==> config.mk <==
export PLATFORM = sky130hd
export DESIGN_NAME = red_pitaya_hk_gpio_flat
export DESIGN_NICKNAME = d
export VERILOG_FILES = /design/src/rtl/red_pitaya_hk_gpio_if.sv /design/src/rtl/red_pitaya_hk_gpio.sv /design/src/flat_wrapper.sv
export SDC_FILE = /design/constraint.sdc
export NUM_CORES = 1
export LEC_CHECK = 0
export ABC_CLOCK_PERIOD_IN_PS = 3300
export BUFFER_PORTS_ARGS = -buffer_cell sky130_fd_sc_hd__buf_2
export CAP_MARGIN = 5
export CORE_AREA = 2 2 143 145
export DETAILED_ROUTE_END_ITERATION = 8
export DIE_AREA = 0 0 145 147
export PLACE_DENSITY_LB_ADDON = 0.12
export SYNTH_ARGS = -nofsm -noshare
export SYNTH_HDL_FRONTEND = slang
export SYNTH_SLANG_ARGS = --single-unit
==> constraint.sdc <==
create_clock -name clk_i -period 3.3 [get_ports clk_i]
set_input_delay 0.33 -clock clk_i [delete_from_list [all_inputs] [get_ports clk_i]]
set_output_delay 0.33 -clock clk_i [all_outputs]
set_load 0.005 [all_outputs]
==> src/rtl/red_pitaya_hk_gpio_if.sv <==
// Housekeeping system-bus bundle for the expansion GPIO block.
// The master drives address, data and strobes; the slave returns read data and the acknowledge.
interface red_pitaya_hk_gpio_if;
    logic [31:0] sys_addr;
    logic [31:0] sys_wdata;
    logic        sys_wen;
    logic        sys_ren;
    logic [31:0] sys_rdata;
    logic        sys_err;
    logic        sys_ack;

    modport master (
        output sys_addr, sys_wdata, sys_wen, sys_ren,
        input  sys_rdata, sys_err, sys_ack
    );

    modport slave (
        input  sys_addr, sys_wdata, sys_wen, sys_ren,
        output sys_rdata, sys_err, sys_ack
    );
endinterface

==> src/rtl/red_pitaya_hk_gpio.sv <==
// Expansion-connector GPIO: NB banks of DW bits with synchronised and debounced inputs,
// per-bit rise/fall capture into sticky status bits and a globally gated level interrupt.
module red_pitaya_hk_gpio #(
    parameter int DW  = 8,
    parameter int NB  = 2,
    parameter int DBW = 16
) (
    input  logic                 clk_i,
    input  logic                 rstn_i,
    input  logic [NB*DW-1:0]     gpio_dat_i,
    output logic [NB*DW-1:0]     gpio_dat_o,
    output logic [NB*DW-1:0]     gpio_dir_o,
    output logic                 irq_o,
    red_pitaya_hk_gpio_if.slave  sys
);

    localparam int W = NB * DW;

    logic [W-1:0]   sync1_reg, sync2_reg;
    logic [W-1:0]   smp_reg, deb_reg, deb_q_reg;
    logic [W-1:0]   rise, fall;
    logic [W-1:0]   ists_flat;
    logic [W-1:0]   bank_rd_flat;
    logic [DBW-1:0] deb_len_reg, presc_reg;
    logic           ctrl_en_reg;
    logic           irq_reg;
    logic           ack_reg;
    logic [31:0]    rdata_reg;
    logic [31:0]    rd_mux;
    logic           strobe;

    // Address decode: banks live below 0x100, globals at 0x100..0x108.
    logic [19:0] addr;
    logic        bank_area;
    logic [2:0]  bank_idx;
    logic [2:0]  reg_idx;
    logic        deb_hit, ctrl_hit, info_hit;
    logic        unused_bits;

    assign addr      = sys.sys_addr[19:0];
    assign bank_area = (addr[19:8] == 12'h000) && (addr[1:0] == 2'b00);
    assign bank_idx  = addr[7:5];
    assign reg_idx   = addr[4:2];
    assign deb_hit   = (addr == 20'h00100);
    assign ctrl_hit  = (addr == 20'h00104);
    assign info_hit  = (addr == 20'h00108);
    assign unused_bits = ^{sys.sys_addr[31:20], sys.sys_wdata};

    assign rise = deb_reg & ~deb_q_reg;
    assign fall = ~deb_reg & deb_q_reg;

    assign strobe = (deb_len_reg != '0) && (presc_reg == (deb_len_reg - DBW'(1)));

    generate
        for (genvar gi = 0; gi < NB; gi++) begin : g_bank
            logic [DW-1:0] dir_reg, dout_reg, ien_r_reg, ien_f_reg, ists_reg;
            logic [DW-1:0] wdat, w1c, bank_rd;
            logic          bank_wr;

            assign bank_wr = sys.sys_wen && bank_area && (bank_idx == 3'(gi));
            assign wdat    = sys.sys_wdata[DW-1:0];
            assign w1c     = (bank_wr && (reg_idx == 3'd5)) ? wdat : '0;

            always_ff @(posedge clk_i or negedge rstn_i) begin
                if (!rstn_i) begin
                    dir_reg   <= '0;
                    dout_reg  <= '0;
                    ien_r_reg <= '0;
                    ien_f_reg <= '0;
                    ists_reg  <= '0;
                end else begin
                    if (bank_wr) begin
                        case (reg_idx)
                            3'd0:    dir_reg   <= wdat;
                            3'd1:    dout_reg  <= wdat;
                            3'd3:    ien_r_reg <= wdat;
                            3'd4:    ien_f_reg <= wdat;
                            3'd6:    dout_reg  <= dout_reg | wdat;
                            3'd7:    dout_reg  <= dout_reg & ~wdat;
                            default: ;
                        endcase
                    end
                    // New events are ORed in after the clear so a coincident edge survives.
                    ists_reg <= (ists_reg & ~w1c)
                              | (rise[gi*DW +: DW] & ien_r_reg)
                              | (fall[gi*DW +: DW] & ien_f_reg);
                end
            end

            always_comb begin
                bank_rd = '0;
                case (reg_idx)
                    3'd0:    bank_rd = dir_reg;
                    3'd1:    bank_rd = dout_reg;
                    3'd2:    bank_rd = deb_reg[gi*DW +: DW];
                    3'd3:    bank_rd = ien_r_reg;
                    3'd4:    bank_rd = ien_f_reg;
                    3'd5:    bank_rd = ists_reg;
                    default: bank_rd = '0;
                endcase
            end

            assign gpio_dir_o[gi*DW +: DW]   = dir_reg;
            assign gpio_dat_o[gi*DW +: DW]   = dout_reg;
            assign ists_flat[gi*DW +: DW]    = ists_reg;
            assign bank_rd_flat[gi*DW +: DW] = bank_rd;
        end
    endgenerate

    always_comb begin
        rd_mux = '0;
        if (deb_hit) begin
            rd_mux = 32'(deb_len_reg);
        end else if (ctrl_hit) begin
            rd_mux = {30'h0, |ists_flat, ctrl_en_reg};
        end else if (info_hit) begin
            rd_mux = {16'h0, 8'(NB), 8'(DW)};
        end else if (bank_area) begin
            for (int b = 0; b < NB; b++) begin
                if (bank_idx == 3'(b)) begin
                    rd_mux = 32'(bank_rd_flat[b*DW +: DW]);
                end
            end
        end
    end

    always_ff @(posedge clk_i or negedge rstn_i) begin
        if (!rstn_i) begin
            sync1_reg   <= '0;
            sync2_reg   <= '0;
            smp_reg     <= '0;
            deb_reg     <= '0;
            deb_q_reg   <= '0;
            presc_reg   <= '0;
            deb_len_reg <= '0;
            ctrl_en_reg <= 1'b0;
            irq_reg     <= 1'b0;
            ack_reg     <= 1'b0;
            rdata_reg   <= '0;
        end else begin
            sync1_reg <= gpio_dat_i;
            sync2_reg <= sync1_reg;
            deb_q_reg <= deb_reg;

            // A bit only moves once two consecutive strobes saw the same pin level.
            if (deb_len_reg == '0) begin
                deb_reg <= sync2_reg;
            end else if (strobe) begin
                deb_reg <= (sync2_reg & ~(sync2_reg ^ smp_reg)) | (deb_reg & (sync2_reg ^ smp_reg));
                smp_reg <= sync2_reg;
            end

            if (sys.sys_wen && deb_hit) begin
                presc_reg <= '0;
            end else if ((deb_len_reg == '0) || strobe) begin
                presc_reg <= '0;
            end else begin
                presc_reg <= presc_reg + DBW'(1);
            end

            if (sys.sys_wen && deb_hit) begin
                deb_len_reg <= sys.sys_wdata[DBW-1:0];
            end
            if (sys.sys_wen && ctrl_hit) begin
                ctrl_en_reg <= sys.sys_wdata[0];
            end

            irq_reg <= ctrl_en_reg & (|ists_flat);
            ack_reg <= sys.sys_wen | sys.sys_ren;
            if (sys.sys_ren) begin
                rdata_reg <= rd_mux;
            end
        end
    end

    assign irq_o         = irq_reg;
    assign sys.sys_ack   = ack_reg;
    assign sys.sys_rdata = rdata_reg;
    assign sys.sys_err   = 1'b0;

endmodule
==> src/flat_wrapper.sv <==
// flat-port wrapper written by rule: the top's interface ports become plain ports
module red_pitaya_hk_gpio_flat 
#(
    parameter int DW  = 8,
    parameter int NB  = 2,
    parameter int DBW = 16
)
  (clk_i, rstn_i, gpio_dat_i, gpio_dat_o, gpio_dir_o, irq_o, sys_sys_addr, sys_sys_wdata, sys_sys_wen, sys_sys_ren, sys_sys_rdata, sys_sys_err, sys_sys_ack);
  red_pitaya_hk_gpio_if sys_i ();
  input  logic clk_i;
  input  logic rstn_i;
  input  logic [NB*DW-1:0] gpio_dat_i;
  output logic [NB*DW-1:0] gpio_dat_o;
  output logic [NB*DW-1:0] gpio_dir_o;
  output logic irq_o;
  input wire logic [$bits(sys_i.sys_addr)-1:0] sys_sys_addr;
  input wire logic [$bits(sys_i.sys_wdata)-1:0] sys_sys_wdata;
  input wire logic [$bits(sys_i.sys_wen)-1:0] sys_sys_wen;
  input wire logic [$bits(sys_i.sys_ren)-1:0] sys_sys_ren;
  output wire logic [$bits(sys_i.sys_rdata)-1:0] sys_sys_rdata;
  output wire logic [$bits(sys_i.sys_err)-1:0] sys_sys_err;
  output wire logic [$bits(sys_i.sys_ack)-1:0] sys_sys_ack;
  assign sys_i.sys_addr = sys_sys_addr;
  assign sys_i.sys_wdata = sys_sys_wdata;
  assign sys_i.sys_wen = sys_sys_wen;
  assign sys_i.sys_ren = sys_sys_ren;
  assign sys_sys_rdata = sys_i.sys_rdata;
  assign sys_sys_err = sys_i.sys_err;
  assign sys_sys_ack = sys_i.sys_ack;
  red_pitaya_hk_gpio #(.DW(DW), .NB(NB), .DBW(DBW)) u_core (.clk_i(clk_i), .rstn_i(rstn_i), .gpio_dat_i(gpio_dat_i), .gpio_dat_o(gpio_dat_o), .gpio_dir_o(gpio_dir_o), .irq_o(irq_o), .sys(sys_i));
endmodule
; After elaboration in Yosys (flattened, before gate mapping)
; Cells that the tools add are included.
[classes]
n_addsub = 2
reduce_logical = 28
n_eq_ne = 12
bitwise_logic = 29
muxes = 16
[op_table]
columns = cell, n
row1 = 2-to-1 mux 32 bit, 4
row2 = case mux 8 bit (6 select lines), 2
row3 = AND 16 bit, 4
row4 = AND 8 bit, 8
row5 = 2-to-1 mux 16 bit, 4
row6 = "== test 20 x 9 -> 1 bit, second input constant", 3
row7 = NOT 16 bit, 3
row8 = OR 8 bit, 6
row9 = case mux 8 bit (3 select lines), 2
row10 = 2-to-1 mux 8 bit, 4
row11 = NOT 8 bit, 3
row12 = AND reduction 2 bit, 9
row13 = "adder 16 x 1 -> 16 bit, second input constant", 1
row14 = == test 16 bit, 1
row15 = zero test 16 bit, 1
row16 = OR 16 bit, 1
row17 = nonzero test 16 bit, 1
row18 = OR reduction 16 bit, 1
row19 = "subtractor 16 x 1 -> 16 bit, second input constant", 1
row20 = XOR 16 bit, 1
row21 = "== test 3 bit, second input constant", 4
row22 = zero test 12 bit, 1
row23 = logical AND 1 bit, 9
row24 = "== test 3 x 1 -> 1 bit, second input constant", 2
row25 = other kinds (9), 11
[totals]
in_bits = 84
output_inout_bits = 67
reg_bits = 227
wordCells = 108

; Longest topological paths before layout
; Gate-level depths: netlist (run 1).
[depth]
depth_word = 10
mapped_depth = 11
ltp_nobuf = 9

; Worst setup path before layout (run 1)
; Ideal clock, no wire load.
[synth_path]
path_kind = flip-flop to flip-flop
startpoint = register u_core.deb_len_reg[2]
endpoint = register u_core.smp_reg[10]
stages_incl_launch_ff = 11
period_less_slack_ps = 3190
arrival_ps = 3065
path_slack_ps = 110
n_path_buf = 4
required_ps = 3175
setup_time_ps = 125
path_cell_list = dfrtp_1 buf_6 or4_1 buf_2 or4_1 a211o_1 or4_1 buf_6 nor2_8 buf_12 mux2_4
[synth_via]
elab_chain_len = 4
word_cells_on_any_way = 7
classes_between = 1 x add/sub / 1 x eq/ne / 1 x bitwise / 4 x reduce/logical
[synth_rtl]
columns = item, line
row1 = from (decl), red_pitaya_hk_gpio.sv:24  ; logic [DBW-1:0] deb_len_reg, presc_reg;
row2 = from (signal assigned), red_pitaya_hk_gpio.sv:162  ; deb_len_reg <= sys.sys_wdata[DBW-1:0];
row3 = subtractor 16 x 1 -> 16 bit, red_pitaya_hk_gpio.sv:52  ; assign strobe = (deb_len_reg != '0) && (presc_reg == (deb_len_reg - DBW'(1)));
row4 = == test 16 bit, red_pitaya_hk_gpio.sv:52
row5 = logical AND 1 bit, red_pitaya_hk_gpio.sv:52
row6 = AND reduction 2 bit (no source line) *, --
row7 = to (signal assigned), red_pitaya_hk_gpio.sv:150  ; smp_reg <= sync2_reg;
row8 = to (decl), red_pitaya_hk_gpio.sv:20  ; logic [W-1:0] smp_reg, deb_reg, deb_q_reg;
; Mark *: on every way between the ends. The rest lies on a longest branch, timed or not.
; A chain may end at the register's enable or synchronous reset.

; Worst setup path after layout (run 1)
[layout_path]
startpoint = register u_core.deb_len_reg[0]
endpoint = register u_core.smp_reg[15]
; The elaborated chain is that of the path after synthesis.

==> results_dict.tcl, run 1 <==
set metrics [dict create \
    fp.dieArea_um2 21300 \
    final_common_cell "dfrtp_1" \
    syn_to_final_growth_pct 17.3 \
    post-route-min-period_ns 3.19 \
    power.leakage_nw 5.72 \
    drc_errors 0 \
    ant_nets 0 \
    clock_latency_ns 0.52 \
    cp_data_required_time_ns 3.70 \
    drt_pass1_iterations 4 \
    synth_edf_count 0 \
    busiest_layer "met1" \
    io_pins 151 \
    ir_drop_v 0.000451 \
    grt_usage_pct 23.2 \
    maxSlewViolCount 0 \
    synth_seq_area_share_pct 52.3 \
    holdWs_ns 0.0569 \
    diodes 0 \
    power.density_nw_per_um2 453 \
    cp_top_family "simple AND/OR/NAND/NOR gates" \
    ys_types 58 \
    rsz0062_at_grt "no" \
    viasPerCell 5.66 \
    use_met1_pct 35.6 \
    vias 7519 \
    io_buffers 105 \
    wl_per_cell_um 18.4 \
    grt_pass1_wl_um 39800 \
    ys_seq_elements 211 \
    critPathMaxFanout 10 \
    final.period_utilization_pct 96.7 \
    clockBufferDepth 3 \
    core_area_um2 19800 \
    clkTransAtPathRegs_ns 0.05 \
    synth_top_flop_cell "dfrtp_1" \
    timing.slew.headroom_pct 49.0 \
    cp_data_arrival_time_ns 3.59 \
    final_cell_mix "dfrtp_1, buf_2, mux2_2, nand2_1, nor2_1" \
    async_flop_share_pct 100 \
    grt_pass1_vias 7150 \
    synth_cells 915 \
    place_congestion 0.859 \
    crit_buf_inv 3 \
    final.setup_skew_ns 0.0136 \
    syn_area_um2 10100 \
    end_kind "flip-flop" \
    status "complete, no violations" \
    power_mw 5.37 \
    clock-sinks 211 \
    drtIter0Drc 408 \
    grt_use_met3_pct 3.63 \
    dieHeight_um 147 \
    grt_max_degree 97 \
    fin_area_um2 11800 \
    antenna_found_initial 0 \
    hold_violations 0 \
    avgSynthCellArea_um2 11.0 \
    wl_um 24400 \
    hpwl_um 16700 \
    cts_setup_buffers 0 \
    gr-total-overflow 0 \
    drive_above_1_share_pct 25.5 \
    use_met2_pct 34.4 \
    crit_chain "inv_1 -> ha_1 -> buf_4 -> nor3b_1 -> nor4bb_1 -> xnor2_1 -> a211o_1 -> or4_4 -> nor2_8 -> buf_12 -> mux2_2" \
    layout.nets 1132 \
    start_util_pct 50.9 \
    yosys_warnings 0 \
    placed_cell_area_um2 11000 \
    rows 52 \
    critPathMaxStageDelay_ns 0.61 \
    critPathLaunchType "flip-flop" \
    dieWidth_um 145 \
    crit_type "reg -> reg" \
    cts-root-buf "clkbuf_16" \
    max_cap_violations 0 \
    htree_levels 1 \
    crit_slowest_cell "or4_4" \
    cts_tree "built" \
    worstMarginPinSlew_ns 0.765 \
    cts_made_buffers 24 \
    setup_viol 0 \
    clock.fmax_ghz 0.313 \
    hold_class "in -> reg" \
]
==> Yosys cell counts, types with 4 or more instances <==
master,count,area [um2]
inv_1,31,116
a31oi_1,5,31.3
mux2_2,79,890
nand3_1,22,110
o21ai_1,5,25.0
buf_4,18,135
a211oi_1,13,97.6
a21oi_1,29,145
or4_1,5,37.5
mux4_2,6,135
o221ai_1,10,87.6
mux2i_1,33,330
nand2_1,76,285
a22oi_1,15,113
o211ai_1,9,67.6
nor2_1,63,236
nand2b_1,4,25.0
xor2_1,16,140
or3_1,18,113
nor4_1,11,68.8
a21o_1,16,120
nor3_1,6,30.0
xnor2_1,20,175
nand3b_1,18,135
and3_1,7,43.8
nor2b_1,6,37.5
dfrtp_1,211,5280
mux2_4,10,150
o22ai_1,6,37.5
o21ai_0,58,290
clkbuf_1,37,139
o311a_1,15,150
==> metrics by stage <==
step | worst slack (ns) | TNS [ns] | std cells | util [%]
CTS | 0.103 | 0 | 1329 | 59.7
floorplan | 0.110 | 0 | 931 | -
global placement | 0.00907 | 0 | 1272 | 55.2
global route | 0.0175 | 0 | 1329 | 59.7
finish | 0.108 | 0 | 1329 | 59.7
detailed placement | -0.0209 | -0.0209 | 1272 | 55.2
==> area by class of cell <==
class	count	area, um2
fillers	1677	8000
flip-flops and latches	211	5280
multi-input cells	624	4410
repair buffers	152	985
clock buffers	34	668
well taps	270	338
inverters	32	120
clock inverters	6	45.0
==> report_power, final <==
group	total, mW	internal (mW)	switching, mW
combinational	0.277	0.100	0.176
clock	2.42	1.40	1.01
sequential	2.67	2.63	0.0389
total	5.37	4.14	1.23
==> path summary, 6_finish.rpt <==
| check | cells after the start | from | endpoint | slack [ns] |
|---|---|---|---|---|
| max | 11 | u_core.deb_len_reg[0] | u_core.smp_reg[15] | 0.11 |
| min | 2 | sys_sys_wdata[11] | u_core.deb_len_reg[11] | 0.06 |
| max reg2reg | 11 | u_core.deb_len_reg[0] | u_core.smp_reg[15] | 0.11 |
| min reg2reg | 0 | u_core.sync1_reg[10] | u_core.sync2_reg[10] | 0.34 |
| max in group asynchronous | 3 | rstn_i | u_core.presc_reg[9] | 2.05 |
| min in group asynchronous | 2 | rstn_i | u_core.g_bank[1].dout_reg[6] | 0.44 |
==> worst register-to-register path, stage by stage (launching register included) <==
cell and delay [ns]:
dfrtp_1 0.40, inv_1 0.10, ha_1 0.16, buf_4 0.11
nor3b_1 0.34, nor4bb_1 0.35, xnor2_1 0.12, a211o_1 0.23
or4_4 0.61, nor2_8 0.17, buf_12 0.17, mux2_2 0.33
==> what timing repair did <==
action                                 CTS  global route
hold buffers                            17             0
gates resized for setup                  1             2
pin swaps                                0             1
setup endpoints to repair                1             4
endpoints found under the hold margin  110             0
==> logic make-up (layout without fill, tap and decap cells) <==
logic type	count (synthesis)	in the layout	share of synthesized area, %
AO/OA/AOI/OAI	189	189	12.2
XOR/XNOR	36	36	3.12
adder cells (fa/ha/maj)	3	3	0.372
buffers and inverters	96	224	4.66
flip-flops	211	211	52.3
multiplexers	128	128	14.9
other	1	17	0.0371
AND/OR/NAND/NOR	251	251	12.4
==> per-layer routing <==
metal  vias up  routed length (um)  part of all wire (%)
met5         -                   0                     0
met4         0                 641                   2.6
met3        40                1510                   6.2
met2       253               10800                    44
met1      3701               11500                    47
li1       3525                   -                     -
No activity file was read; power rests on OpenSTA's default activity.
==> run 2: changes to the inputs <==
--- a/config.mk
+++ b/config.mk
@@ -9,6 +9,7 @@
 export BUFFER_PORTS_ARGS = -buffer_cell sky130_fd_sc_hd__buf_2
 export CAP_MARGIN = 5
 export CORE_AREA = 2 2 143 145
+export CTS_BUF_LIST = sky130_fd_sc_hd__clkbuf_16
 export DETAILED_ROUTE_END_ITERATION = 8
 export DIE_AREA = 0 0 145 147
 export PLACE_DENSITY_LB_ADDON = 0.12
==> run 2 against run 1 <==
Power decreased by 1.8%. Cell count is the same. Register-to-register slack hardly changed. Combinational power barely moved. Design area decreased by 0.25%. Die area unchanged. First-iteration DRC count grew 15%. Critical path type unchanged. Highest routed layer unchanged.
==> results_dict.tcl, run 2 (synthesis gave the netlist of run 1 again) <==
set metrics [dict create \
    status "complete, no violations" \
    viasPerCell 5.62 \
    clock.fmax_ghz 0.314 \
    final_common_cell "dfrtp_1" \
    use_met2_pct 34.4 \
    cts-root-buf "clkbuf_16" \
    hold_violations 0 \
    rows 52 \
    worstMarginPinSlew_ns 0.758 \
    htree_levels 1 \
    ant_nets 0 \
    layout.nets 1132 \
    gr-total-overflow 0 \
    io_buffers 105 \
    wl_um 24400 \
    maxSlewViolCount 0 \
    grt_usage_pct 23.2 \
    syn_to_final_growth_pct 17.0 \
    rr_worst_depth 11 \
    hpwl_um 16700 \
    hold_class "in -> reg" \
    fin_tns_setup_ns 0 \
    place_ws_ns -0.0209 \
    clock-sinks 211 \
    reg2reg_setup_slack_ns 0.11 \
    cts_made_buffers 24 \
    final_cell_mix "dfrtp_1, buf_2, mux2_2, nand2_1, nor2_1" \
    grt_use_met3_pct 3.63 \
    busiest_layer "met1" \
    min_to "u_core.deb_len_reg[11]" \
    hold_path.startpoint "sys_sys_wdata[11]" \
    critPathMaxFanout 10 \
    max_cap_violations 0 \
    power.leakage_nw 5.73 \
    cp_data_arrival_time_ns 3.59 \
    grt_pass1_vias 7148 \
    timing.slew.headroom_pct 49.5 \
    rr_endpoint "u_core.smp_reg[15]" \
    diodes 0 \
    use_met1_pct 35.6 \
    dieHeight_um 147 \
    post-route-min-period_ns 3.19 \
    dieWidth_um 145 \
    end_kind "flip-flop" \
    clkTransAtPathRegs_ns 0.06 \
    rsz0062_at_grt "no" \
    drtIter0Drc 469 \
    core_area_um2 19800 \
    drive_above_1_share_pct 25.2 \
    cts_tree "built" \
    clock_latency_ns 0.52 \
    start_util_pct 50.9 \
    setup_viol 0 \
    power.density_nw_per_um2 446 \
    crit_type "reg -> reg" \
    cts_setup_buffers 0 \
    grt_max_degree 97 \
    io_pins 151 \
    final.setup_skew_ns 0.0148 \
    vias 7463 \
    ir_drop_v 0.000451 \
    final.period_utilization_pct 96.6 \
    drc_errors 0 \
    wl_per_cell_um 18.4 \
    num-fill-cells 1682 \
    cp_data_required_time_ns 3.70 \
    reg2reg_from "u_core.deb_len_reg[0]" \
    fp.dieArea_um2 21300 \
    critPathLaunchType "flip-flop" \
    antenna_found_initial 0 \
    place_congestion 0.859 \
    min_path_cells 2 \
    setup_ws_ns 0.111 \
    drt_pass1_iterations 4 \
    clockBufferDepth 3 \
    grt_pass1_wl_um 39800 \
]
run 2: changes by cell type in the layout (fill, tap and decap cells not counted), sizes merged:
| cell | delta |
|---|---|
| clkinv | +3 |
| inv | +7 |
| clkbuf | -10 |
run 2: worst max path at each step:
stage,from,endpoint,slack [ns],depth (start not counted)
5_1_grt,u_core.deb_len_reg[0],u_core.smp_reg[15],0.02,11
3_5_place_dp,u_core.deb_len_reg[0],u_core.smp_reg[15],-0.02,10
6_report,u_core.deb_len_reg[0],u_core.smp_reg[15],0.11,11
3_3_place_gp,u_core.deb_len_reg[0],u_core.smp_reg[15],0.009,10
2_1_floorplan,u_core.deb_len_reg[2],u_core.smp_reg[10],0.11,10
4_1_cts,u_core.deb_len_reg[0],u_core.smp_reg[15],0.10,10
run 2: final cells by class:
class,instances,area [um2],area share (%)
Inverter,32,120,1.02
Multi-Input combinational cell,624,4410,37.3
Clock inverter,16,82.6,0.699
Sequential cell,211,5280,44.7
Clock buffer,24,601,5.08
Tap cell,270,338,2.86
Timing Repair Buffer,152,985,8.33
run 2: worst max-delay path, stage by stage, from the launching register on:
cell and delay [ns]:
dfrtp_1 0.40, inv_1 0.10, ha_1 0.16, buf_4 0.11
nor3b_1 0.34, nor4bb_1 0.35, xnor2_1 0.12, a211o_1 0.23
or4_4 0.61, nor2_8 0.17, buf_12 0.16, mux2_2 0.33
run 2: power by group:
part	internal [mW]	switching (mW)
combinational	0.100	0.176
sequential	2.63	0.0384
clock	1.31	1.01
run 2: per-layer routing:
| layer | vias up | wire length [um] |
|---|---|---|
| li1 | 3519 | - |
| met1 | 3639 | 11400 |
| met2 | 265 | 10800 |
| met3 | 40 | 1640 |
| met4 | 0 | 641 |
| met5 | - | 0 |
run 2: timing repair:
action	in CTS	in global routing
resized for setup	1	2
hold buffers	17	0
hold endpoints to repair	110	0
setup endpoints to repair	1	4
pin swaps	0	1
run 2: metrics by stage:
| step | std cells | instance area, um2 | hold slack, ns | util, % | total power, mW |
|---|---|---|---|---|---|
| after global routing | 1329 | 11800 | 0.0546 | 59.6 | 5.48 |
| after global placement | 1272 | 11000 | 0.332 | 55.2 | 2.98 |
| after detailed placement | 1272 | 11000 | 0.335 | 55.2 | 2.98 |
| final | 1329 | 11800 | 0.0582 | 59.6 | 5.27 |
| after floorplan | 931 | 10200 | 0.0344 | - | 2.84 |
| after CTS | 1329 | 11800 | 0.0444 | 59.5 | 5.34 |
